==> src/rtl/toy_pack.sv <==
// Shared icache types and widths for the tag/data-array slice.
// Refill beat, data-array read request and read response payloads.
`timescale 1ns/1ps
package toy_pack;

  localparam int unsigned ICACHE_INDEX_WIDTH      = 4;
  localparam int unsigned ICACHE_WAY_NUM          = 2;
  localparam int unsigned ICACHE_WAY_WIDTH        = 1;
  localparam int unsigned ICACHE_TXNID_WIDTH      = 8;
  localparam int unsigned MSHR_ENTRY_INDEX_WIDTH  = 2;
  localparam int unsigned LINEFILL_BEAT_NUM       = 4;
  localparam int unsigned ICACHE_BEAT_WIDTH       = 32;
  localparam int unsigned ICACHE_LINE_WIDTH       = LINEFILL_BEAT_NUM * ICACHE_BEAT_WIDTH;
  localparam int unsigned LINEFILL_BEAT_CNT_WIDTH = $clog2(LINEFILL_BEAT_NUM);

  typedef struct packed {
    logic [ICACHE_INDEX_WIDTH-1:0] dataram_rd_index;
    logic [ICACHE_WAY_WIDTH-1:0]   dataram_rd_way;
    logic [ICACHE_TXNID_WIDTH-1:0] dataram_rd_txnid;
  } dataram_rd_pld_t;

  typedef struct packed {
    logic [ICACHE_INDEX_WIDTH-1:0]     index;
    logic [ICACHE_WAY_WIDTH-1:0]       way;
    logic [MSHR_ENTRY_INDEX_WIDTH-1:0] entry_index;
    logic [ICACHE_BEAT_WIDTH-1:0]      beat_data;
  } linefill_beat_t;

  typedef struct packed {
    logic [ICACHE_TXNID_WIDTH-1:0] txnid;
    logic [ICACHE_LINE_WIDTH-1:0]  data;
  } dataram_resp_t;

  typedef enum logic [1:0] {
    StIdle,
    StCollect,
    StWrite
  } refill_state_e;

endpackage

==> src/rtl/icache_data_resp_fifo.sv <==
// Two-entry valid/ready response FIFO; the producer guarantees it never pushes when full.
`timescale 1ns/1ps
module icache_data_resp_fifo
  import toy_pack::*;
(
  input  logic          clk,
  input  logic          rst_n,
  input  logic          push,
  input  dataram_resp_t push_data,
  output logic          pop_vld,
  input  logic          pop_rdy,
  output dataram_resp_t pop_data,
  output logic [1:0]    cnt
);

  dataram_resp_t mem_q [2];
  logic          wr_ptr_q, wr_ptr_d;
  logic          rd_ptr_q, rd_ptr_d;
  logic [1:0]    cnt_q, cnt_d;
  logic          pop;

  assign pop_vld  = (cnt_q != 2'd0);
  assign pop      = pop_vld && pop_rdy;
  assign pop_data = mem_q[rd_ptr_q];
  assign cnt      = cnt_q;

  always_comb begin
    wr_ptr_d = wr_ptr_q;
    rd_ptr_d = rd_ptr_q;
    cnt_d    = cnt_q;
    if (push) begin
      wr_ptr_d = ~wr_ptr_q;
    end
    if (pop) begin
      rd_ptr_d = ~rd_ptr_q;
    end
    unique case ({push, pop})
      2'b10:   cnt_d = cnt_q + 2'd1;
      2'b01:   cnt_d = cnt_q - 2'd1;
      default: cnt_d = cnt_q;
    endcase
  end

  always_ff @(posedge clk or negedge rst_n) begin
    if (!rst_n) begin
      wr_ptr_q <= 1'b0;
      rd_ptr_q <= 1'b0;
      cnt_q    <= 2'd0;
    end else begin
      wr_ptr_q <= wr_ptr_d;
      rd_ptr_q <= rd_ptr_d;
      cnt_q    <= cnt_d;
    end
  end

  always_ff @(posedge clk) begin
    if (push) begin
      mem_q[wr_ptr_q] <= push_data;
    end
  end

endmodule

==> src/rtl/toy_mem_model_bit.sv <==
// Single-port RAM model with a registered (1-cycle) read; contents are never reset.
`timescale 1ns/1ps
module toy_mem_model_bit #(
  parameter int unsigned ADDR_WIDTH = 4,
  parameter int unsigned DATA_WIDTH = 32
) (
  input  logic                  clk,
  input  logic                  en,
  input  logic                  wr_en,
  input  logic [ADDR_WIDTH-1:0] addr,
  input  logic [DATA_WIDTH-1:0] wr_data,
  output logic [DATA_WIDTH-1:0] rd_data
);

  logic [DATA_WIDTH-1:0] mem_q [2**ADDR_WIDTH];
  logic [DATA_WIDTH-1:0] rd_data_q;

  always_ff @(posedge clk) begin
    if (en) begin
      if (wr_en) begin
        mem_q[addr] <= wr_data;
      end else begin
        rd_data_q <= mem_q[addr];
      end
    end
  end

  assign rd_data = rd_data_q;

endmodule

==> src/rtl/icache_data_array_ctrl.sv <==
// Icache data array: assembles refill beats into lines, writes them per way,
// and serves tag-hit reads through a registered RAM read and a 2-entry response FIFO.
`timescale 1ns/1ps
module icache_data_array_ctrl
  import toy_pack::*;
(
  input  logic                              clk,
  input  logic                              rst_n,
  input  logic                              dataram_rd_vld,
  output logic                              dataram_rd_rdy,
  input  dataram_rd_pld_t                   dataram_rd_pld,
  input  logic                              linefill_vld,
  output logic                              linefill_rdy,
  input  linefill_beat_t                    linefill_pld,
  output logic                              linefill_done,
  output logic [MSHR_ENTRY_INDEX_WIDTH-1:0] linefill_done_index,
  output logic                              resp_vld,
  input  logic                              resp_rdy,
  output dataram_resp_t                     resp_pld
);

  refill_state_e                      state_q, state_d;
  logic [LINEFILL_BEAT_CNT_WIDTH-1:0] beat_cnt_q, beat_cnt_d;
  logic [ICACHE_LINE_WIDTH-1:0]       line_q, line_d;
  logic [ICACHE_INDEX_WIDTH-1:0]      idx_q, idx_d;
  logic [ICACHE_WAY_WIDTH-1:0]        way_q, way_d;
  logic [MSHR_ENTRY_INDEX_WIDTH-1:0]  entry_q, entry_d;
  logic                               done_q, done_d;

  logic                               pipe_vld_q, pipe_vld_d;
  logic [ICACHE_TXNID_WIDTH-1:0]      pipe_txnid_q, pipe_txnid_d;
  logic [ICACHE_WAY_WIDTH-1:0]        pipe_way_q, pipe_way_d;

  logic                               beat_acc, last_beat, ram_wr, rd_acc, resp_pop;
  logic [1:0]                         fifo_cnt;
  logic [2:0]                         occupancy;
  logic [ICACHE_INDEX_WIDTH-1:0]      ram_addr;
  logic [ICACHE_LINE_WIDTH-1:0]       way_rd_data [ICACHE_WAY_NUM];
  dataram_resp_t                      push_data;

  assign linefill_rdy = (state_q != StWrite);
  assign beat_acc     = linefill_vld && linefill_rdy;
  assign last_beat    = (beat_cnt_q == LINEFILL_BEAT_CNT_WIDTH'(LINEFILL_BEAT_NUM - 1));
  assign ram_wr       = (state_q == StWrite);

  always_comb begin
    state_d    = state_q;
    beat_cnt_d = beat_cnt_q;
    line_d     = line_q;
    idx_d      = idx_q;
    way_d      = way_q;
    entry_d    = entry_q;
    done_d     = ram_wr;
    if (beat_acc) begin
      line_d[int'(beat_cnt_q)*ICACHE_BEAT_WIDTH +: ICACHE_BEAT_WIDTH] = linefill_pld.beat_data;
      beat_cnt_d = last_beat ? '0 : beat_cnt_q + 1'b1;
      // Line address and MSHR entry come from beat 0 only.
      if (state_q == StIdle) begin
        idx_d   = linefill_pld.index;
        way_d   = linefill_pld.way;
        entry_d = linefill_pld.entry_index;
      end
    end
    unique case (state_q)
      StIdle:    if (beat_acc) state_d = last_beat ? StWrite : StCollect;
      StCollect: if (beat_acc && last_beat) state_d = StWrite;
      StWrite:   state_d = StIdle;
      default:   state_d = StIdle;
    endcase
  end

  // Read credit: entries already queued plus the one in flight must leave room for a new one.
  assign resp_pop       = resp_vld && resp_rdy;
  assign occupancy      = {1'b0, fifo_cnt} + {2'b00, pipe_vld_q} - {2'b00, resp_pop};
  assign dataram_rd_rdy = !ram_wr && (occupancy < 3'd2);
  assign rd_acc         = dataram_rd_vld && dataram_rd_rdy;

  always_comb begin
    pipe_vld_d   = rd_acc;
    pipe_txnid_d = pipe_txnid_q;
    pipe_way_d   = pipe_way_q;
    if (rd_acc) begin
      pipe_txnid_d = dataram_rd_pld.dataram_rd_txnid;
      pipe_way_d   = dataram_rd_pld.dataram_rd_way;
    end
  end

  always_ff @(posedge clk or negedge rst_n) begin
    if (!rst_n) begin
      state_q    <= StIdle;
      beat_cnt_q <= '0;
      idx_q      <= '0;
      way_q      <= '0;
      entry_q    <= '0;
      done_q     <= 1'b0;
      pipe_vld_q <= 1'b0;
    end else begin
      state_q    <= state_d;
      beat_cnt_q <= beat_cnt_d;
      idx_q      <= idx_d;
      way_q      <= way_d;
      entry_q    <= entry_d;
      done_q     <= done_d;
      pipe_vld_q <= pipe_vld_d;
    end
  end

  always_ff @(posedge clk) begin
    line_q       <= line_d;
    pipe_txnid_q <= pipe_txnid_d;
    pipe_way_q   <= pipe_way_d;
  end

  assign linefill_done       = done_q;
  assign linefill_done_index = entry_q;
  assign ram_addr            = ram_wr ? idx_q : dataram_rd_pld.dataram_rd_index;

  for (genvar w = 0; w < ICACHE_WAY_NUM; w++) begin : g_way
    logic ram_en;
    assign ram_en = (ram_wr && (way_q == ICACHE_WAY_WIDTH'(w))) ||
                    (rd_acc && (dataram_rd_pld.dataram_rd_way == ICACHE_WAY_WIDTH'(w)));
    toy_mem_model_bit #(
      .ADDR_WIDTH (ICACHE_INDEX_WIDTH),
      .DATA_WIDTH (ICACHE_LINE_WIDTH)
    ) u_ram (
      .clk     (clk),
      .en      (ram_en),
      .wr_en   (ram_wr),
      .addr    (ram_addr),
      .wr_data (line_q),
      .rd_data (way_rd_data[w])
    );
  end

  assign push_data.txnid = pipe_txnid_q;
  assign push_data.data  = way_rd_data[pipe_way_q];

  icache_data_resp_fifo u_resp_fifo (
    .clk       (clk),
    .rst_n     (rst_n),
    .push      (pipe_vld_q),
    .push_data (push_data),
    .pop_vld   (resp_vld),
    .pop_rdy   (resp_rdy),
    .pop_data  (resp_pld),
    .cnt       (fifo_cnt)
  );

endmodule

==> config.mk <==
export PLATFORM = sky130hd
export DESIGN_NAME = icache_data_array_ctrl
export DESIGN_NICKNAME = d
export VERILOG_FILES = /design/src/rtl/toy_pack.sv /design/src/rtl/icache_data_resp_fifo.sv /design/src/rtl/toy_mem_model_bit.sv /design/src/rtl/icache_data_array_ctrl.sv
export SDC_FILE = /design/constraint.sdc
export NUM_CORES = 2
export LEC_CHECK = 0
export BUFFER_PORTS_ARGS = -buffer_cell sky130_fd_sc_hd__buf_2
export CORE_MARGIN = 1.5
export CORE_UTILIZATION = 45
export DETAILED_ROUTE_END_ITERATION = 10
export PLACE_DENSITY_LB_ADDON = 0.12
export REMOVE_ABC_BUFFERS = 1
export SLEW_MARGIN = 40
export SYNTH_ARGS = -nofsm -noshare
export SYNTH_HDL_FRONTEND = slang
export SYNTH_HIERARCHICAL = 1
export SYNTH_MEMORY_MAX_BITS = 65536
export SYNTH_SLANG_ARGS = --single-unit
==> constraint.sdc <==
create_clock -name clk -period 11.24 [get_ports clk]
set_input_delay 1.686 -clock clk [delete_from_list [all_inputs] [get_ports clk]]
set_output_delay 1.686 -clock clk [all_outputs]
set_load 0.01 [all_outputs]
# Word level (Yosys, flattened, before mapping)
# Memory sizes are Yosys's and may differ from the RTL's. A register that Yosys moved wholly into a read port is not among the register bits.
# Index checks and enable logic that the tools add are counted.
[op_classes] addsub=6 order_cmp=2 eq_ne=8 shifts=2 mux=18 bitwise=6 reduce_logical=19
[op_table] cell="128-bit 2-to-1 mux" n=3
[op_table] cell="128-bit bitwise mux" n=1
[op_table] cell="32-bit by 34-bit variable shift with 128-bit output (first input constant)" n=1
[op_table] cell="32-bit by 34-bit variable part select with 128-bit output" n=1
[op_table] cell="7-bit negation with 34-bit output" n=1
[op_table] cell="1-bit logical AND" n=9
[op_table] cell="2-bit 2-to-1 mux" n=4
[op_table] cell="2-bit case mux with 2 select lines" n=2
[op_table] cell="2-bit AND reduction" n=4
[op_table] cell="1-bit 2-to-1 mux" n=7
[op_table] cell="2-bit equality test (second input constant)" n=3
[op_table] cell="2-bit != test (second input constant)" n=3
[op_table] cell="1-bit inverter" n=5
[op_table] cell="2-bit by 1-bit adder with 2-bit output (second input constant)" n=2
[op_table] cell="2-bit by 1-bit equality test with 1-bit output (second input constant)" n=2
[op_table] cell="4-bit 2-to-1 mux" n=1
[op_table] cell="2-bit nonzero test" n=2
[op_table] cell="2-bit by 1-bit adder with 3-bit output" n=1
[op_table] cell="3-bit by 2-bit < comparator with 1-bit output (second input constant)" n=1
[op_table] cell="3-bit by 1-bit subtractor with 3-bit output" n=1
[op_table] cell="2-bit greater-or-equal comparator (second input constant)" n=1
[op_table] cell="2-bit logical NOT" n=1
[op_table] cell="1-bit logical OR" n=2
[op_table] cell="1-bit inverter with 2-bit output" n=1
[op_table] cell="2 further kinds" n=2
[word_totals] reg_bits=154 mem_bits_rw=4368 inputBits=57 output_inout_bits=142 elab_cells=77 mem_count=3
[memory_table] memory="g_way[0].u_ram.mem_q" depth=16 width=128 rd=1 rd_ports_with_merged_regs=1 wr=1 line_no="toy_mem_model_bit.sv:15" text="logic [DATA_WIDTH-1:0] mem_q [2**ADDR_WIDTH];"
[memory_table] memory="g_way[1].u_ram.mem_q" depth=16 width=128 rd=1 rd_ports_with_merged_regs=1 wr=1 line_no="toy_mem_model_bit.sv:15"
[memory_table] memory="u_resp_fifo.mem_q" depth=2 width=136 rd=1 rd_ports_with_merged_regs=0 wr=1 line_no="icache_data_resp_fifo.sv:16" text="dataram_resp_t mem_q [2];"

# Logic depth before layout (Yosys ltp)
[depth] depth_word=10 depth_mapped=11 mapped_depth_nobuf=11

# Hierarchy
# Netlist, hierarchy kept.
[modules_own_cells] mod="toy_mem_model_bit (g_way[1].u_ram)" n_inst=1 cells_per_inst=3273 area_each_um2=80334.5 seq_area_each_um2=65342.7
[modules_own_cells] mod="toy_mem_model_bit (g_way[0].u_ram)" n_inst=1 cells_per_inst=3273 area_each_um2=80320.8 seq_area_each_um2=65342.7
[modules_own_cells] mod="icache_data_resp_fifo" n_inst=1 cells_per_inst=439 area_each_um2=10079.7 seq_area_each_um2=8267.9
[modules_own_cells] mod="icache_data_array_ctrl" n_inst=1 cells_per_inst=489 area_each_um2=7258.2 seq_area_each_um2=4439.3

# Worst setup path before layout
# Ideal clock, no wire load.
[synth_timing] kind="input -> register" from="in resp_rdy" to="mem g_way[1].u_ram/mem_q[0][0] (netlist name), enable pin" setup_time_ns=0.617 t_arrival_ns=9.172 t_required_ns=10.623 setup_slack_ns=1.451 stages=10 n_path_buf=0 cell_sequence="and2_1 ha_1 nand2b_1 fa_1 xnor2_1 and4_1 a22o_1 nand2_1 or3_1 nor2_1"
[synth_via] elab_chain_len=9
[synth_rtl] item="start, declared" line_no="icache_data_array_ctrl.sv:18" text="input logic resp_rdy,"
[synth_rtl] item="1-bit logical AND" line_no="icache_data_array_ctrl.sv:73" text="assign resp_pop = resp_vld && resp_rdy;"
[synth_rtl] item="3-bit by 1-bit subtractor with 3-bit output" line_no="icache_data_array_ctrl.sv:74" text="assign occupancy = {1'b0, fifo_cnt} + {2'b00, pipe_vld_q} - {2'b00, resp_pop};"
[synth_rtl] item="3-bit by 2-bit < comparator with 1-bit output" line_no="icache_data_array_ctrl.sv:75" text="assign dataram_rd_rdy = !ram_wr && (occupancy < 3'd2);"
[synth_rtl] item="1-bit logical AND" line_no="icache_data_array_ctrl.sv:75"
[synth_rtl] item="1-bit logical AND" line_no="icache_data_array_ctrl.sv:76" text="assign rd_acc = dataram_rd_vld && dataram_rd_rdy;"
[synth_rtl] item="via pipe_vld_d" line_no="icache_data_array_ctrl.sv:30" text="logic pipe_vld_q, pipe_vld_d;"
[synth_rtl] item="1-bit logical AND" line_no="icache_data_array_ctrl.sv:121" text="(rd_acc && (dataram_rd_pld.dataram_rd_way == ICACHE_WAY_WIDTH'(w)));"
[synth_rtl] item="1-bit logical OR" line_no="icache_data_array_ctrl.sv:120" text="assign ram_en = (ram_wr && (way_q == ICACHE_WAY_WIDTH'(w))) ||"
[synth_rtl] item="via g_way[1].ram_en" line_no="icache_data_array_ctrl.sv:119" text="logic ram_en;"
[synth_rtl] item="1-bit 2-to-1 mux" line_no="toy_mem_model_bit.sv:19" text="if (en) begin"
[synth_rtl] item="1-bit 2-to-1 mux (implied by the code)" line_no="toy_mem_model_bit.sv:21" text="mem_q[addr] <= wr_data;"
[synth_rtl] item="end, declared" line_no="toy_mem_model_bit.sv:15"
# The timed path passes the listed nets, and every way through them passes these cells.

# Worst setup path after layout
[layout_timing] from="reg state_q[0]" to="reg g_way[1].u_ram.rd_data_q[117], read port of g_way[1].u_ram.mem_q (data pin)"
[layout_via] elab_cells_between_ends=10 classes_between="1 x eq/ne; 1 x mux; 1 x bitwise; 7 x reduce/logical"
[layout_rtl] item="start, declared" line_no="icache_data_array_ctrl.sv:22" text="refill_state_e state_q, state_d;"
[layout_rtl] item="start signal, assigned" line_no="icache_data_array_ctrl.sv:90" text="state_q <= StIdle;"
[layout_rtl] item="start signal, assigned" line_no="icache_data_array_ctrl.sv:98" text="state_q <= state_d;"
[layout_rtl] item="2-bit equality test" line_no="icache_data_array_ctrl.sv:44" text="assign ram_wr = (state_q == StWrite);"
[layout_rtl] item="via done_d" line_no="icache_data_array_ctrl.sv:28" text="logic done_q, done_d;"
[layout_rtl] item="4-bit 2-to-1 mux" line_no="icache_data_array_ctrl.sv:116" text="assign ram_addr = ram_wr ? idx_q : dataram_rd_pld.dataram_rd_index;"
[layout_rtl] item="via ram_addr[1]" line_no="icache_data_array_ctrl.sv:37" text="logic [ICACHE_INDEX_WIDTH-1:0] ram_addr;"
[layout_rtl] item="end, declared" line_no="toy_mem_model_bit.sv:16" text="logic [DATA_WIDTH-1:0] rd_data_q;"
# The timed path passes the listed nets, and every way through them passes these cells.
# A chain may end at the register's enable or synchronous reset.

==> results.yml <==
routing:
  dr.pass1.iters: 8
  drt.antenna.violating_nets: 0
  viasPerCell: 5.98
  wl_um: 474000
  route.vias.total: 82400
  initialDrtViolationCount: 9001
  drcViolationCount: 1
  wl_per_cell_um: 34.4
placed_design:
  place.gp.congestion: 0.733
  dp_hpwl_um: 248000
  place_area_um2: 188000
  port_buffers: 198
clock_tree:
  clockRootBuffer: "clkbuf_16"
  htreeDepth: 5
  clock_path_buffers: 4
  cts_resized: 0
  cts-buffers-inserted: 481
  cts_tree: "built"
  cts.clk_slew.worst_paths_ps: 60
  worstSkewPairLatency_ps: 990
  cts_hold_buf: 0
  cts_setup_buffers: 0
  clock-sinks: 4778
final_layout:
  area_growth_pct: 14.6
  final_nets: 8188
  final_util: 0.519
  final_area_um2: 204000
  drive_gt1_frac: 0.302
timing:
  skew_ps: 47.7
  setup_violations: 0
  max_freq_ghz: 0.163
  hold_viol_final: 0
  maxSlewHeadroom: 0.371
  rsz0062_at_grt: "no"
  drv_slew: 0
  fin_tns_setup_ps: 0
  fin_crit_sh: 0.545
  tightest_slew_ps: 944
  min_period_ps: 6130
logic_synthesis:
  syn-cell-area_um2: 178000
  syn_avg_cell_area_um2: 23.8
  yosys.area.top_type_share: 0.803
  synth-edff-count: 4761
  syn_inst: 7474
  ys_seq_elements: 4778
  synth-seq-area-share: 0.806
  synth-main-ff-cell: "edfxtp_1"
  yosysWarnings: 6
  yosys-top-cells-area: "edfxtp_1 (80%), mux4_2 (13%), a22oi_1 (2.2%)"
  yosysMostFrequentCell: "edfxtp_1"
  synth_top_area_cell: "edfxtp_1"
  synthTopCellsByCount: "edfxtp_1 (4761), mux4_2 (1024), a22oi_1 (512), mux2_2 (273), nand2_1 (273)"
  synthDistinctLibCells: 35
  async_flop_share: 0.00356
critical_path:
  startpoint: "state_q[0]$_DFFE_PN0P_"
  critical-path-top-delay-family: "buffers and inverters"
  path_cells: "nand2b_1 > inv_1 > nand2_1 > nand2_4 > buf_12 > buf_12 > buf_16 > buf_4 > mux4_2 > a22oi_1 > nand2_1"
  slowest_stage: "buf_4"
  critPathArrivalTime_ps: 6830
  crit_path_end_kind: "flop"
  reg2reg_slack_ps: 5110
  crit_fanout: 101
  r2r_start: "state_q[0]$_DFFE_PN0P_"
  cp_num_buf_inv: 5
  slowest_delay_ps: 720
  startpoint_type: "flop"
  criticalPathCategory: "reg2reg"
  cp.required_ps: 11950
pwr:
  sw_frac_of_total: 0.253
  powerDensity_nw_per_um2: 211
  p_int_mw: 32.1
  clkPwrFrac: 0.363
  p_leak_nw: 64.2
  power_mw: 43.0
  p_switching_mw: 10.9
  pwr-share-seq: 0.504
  ir_worst_vdd_v: 0.000141
  p_comb_frac: 0.133
floorplan:
  fp.coreArea_um2: 393000
  ios: 199
  dieArea_um2: 399000
  die-width_um: 632
  die_h_um: 632
  row_count: 230
  start_util: 0.453
worst_hold_path:
  min_path_type: "reg2reg"
  min-delay-start: "pipe_txnid_q[6]$_DFFE_PP_"
global_route:
  track_usage: 0.237
  grt_use_met3: 0.0340
  grt_pass1_vias: 85000
  overflow: 0
  busiest_layer: "met2"
  met1_usage: 0.331
  antenna_found_initial: 41
  globalRouteMet2Util: 0.396
  grt_pass1_wl_um: 662000
  grt_max_degree: 123
status:
  violations: "design-rule violations"
  outcome: "complete, but fails checks"
flow_run:
  cap_violations: 0
[final timing paths]
kind,to,depth (start not counted)
worst max register to register,g_way[1].u_ram/rd_data[117]$_DFFE_PP_,11
worst min-delay path,u_resp_fifo/mem_q[0][134]$_DFFE_PP_,0
max in group asynchronous,u_resp_fifo/rd_ptr_q$_DFFE_PN0P_,1
min in group asynchronous,u_resp_fifo/cnt[1]$_DFFE_PN0P_,1
worst min register to register,u_resp_fifo/mem_q[0][134]$_DFFE_PP_,0
worst max-delay path,g_way[1].u_ram/rd_data[117]$_DFFE_PP_,11
[power by group through the flow]
stage / logic, mW / clock network, mW / registers, mW
floorplan: 7.36 / 0 / 22.2
global placement: 5.12 / 0 / 22.4
detailed placement: 5.63 / 0 / 22.2
CTS: 5.65 / 15.9 / 21.8
global route: 6.08 / 16.6 / 21.7
finish: 5.73 / 15.6 / 21.7
[cell type report]
class,instances,area (um^2)
antenna,18,45.0
clock buffer,590,12600
clock inverter,313,2690
fill,30600,189000
inverter,6,22.5
multi-input combinational,2306,32800
sequential,4778,143000
tap,5220,6530
timing repair buffer,549,5830
[cell families after synthesis]
family	after synthesis	share of synthesized area
xor gates and xnor gates	6	0.000295
buffers and inverters	390	0.0121
and+or+nand+nor	479	0.0127
muxes	1297	0.147
AOI/OAI and AO/OA	515	0.0217
DFF	4778	0.806
adders and majority gates	9	0.000675
[flip-flops by register name, indices dropped and copies added (netlist names), 2 cells and up]
| register | cells |
|---|---|
| g_way.u_ram/mem_q | 4096 |
| state_q | 2 |
| u_resp_fifo/cnt | 2 |
| beat_cnt_q | 2 |
| idx_q | 4 |
| u_resp_fifo/mem_q | 272 |
| g_way.u_ram/rd_data | 256 |
| linefill_done_index | 2 |
| line_q | 128 |
| pipe_txnid_q | 8 |
[cells in the final DEF, fill, tap and decap left out, types with 8 or more instances in the layout]
master / synthesis / routed
edfxtp_1: 4761 / 4761
mux4_2: 1024 / 1024
a22oi_1: 512 / 512
clkbuf_16: 0 / 490
mux2_2: 273 / 273
nand2_1: 273 / 271
buf_2: 118 / 198
and2_1: 133 / 130
clkinv_1: 0 / 126
buf_6: 59 / 116
clkinv_2: 0 / 109
buf_4: 0 / 107
clkbuf_1: 177 / 99
buf_12: 0 / 50
buf_16: 0 / 44
bufinv_16: 0 / 41
nor2_4: 0 / 35
buf_8: 0 / 32
diode_2: 0 / 18
dfrtp_1: 17 / 16
inv_6: 0 / 11
clkinvlp_4: 0 / 11
ha_1: 8 / 8
[layer usage]
metal  vias up  share of wire
met1     45600           0.41
met2      2949           0.50
met4        12          0.022
li1      33200              -
met3       618          0.066
met5         -        0.00013
[metrics by stage]
stage / hold slack, ps / setup WS (ps) / cells
2_1_floorplan: 421 / -39780 / 7090
3_3_place_gp: 426 / 4230 / 12700
3_5_place_dp: 433 / 4470 / 12800
4_1_cts: 445 / 5160 / 13700
5_1_grt: 448 / 4950 / 13800
6_report: 444 / 5110 / 13800
Power figures use the tool's default switching activity.
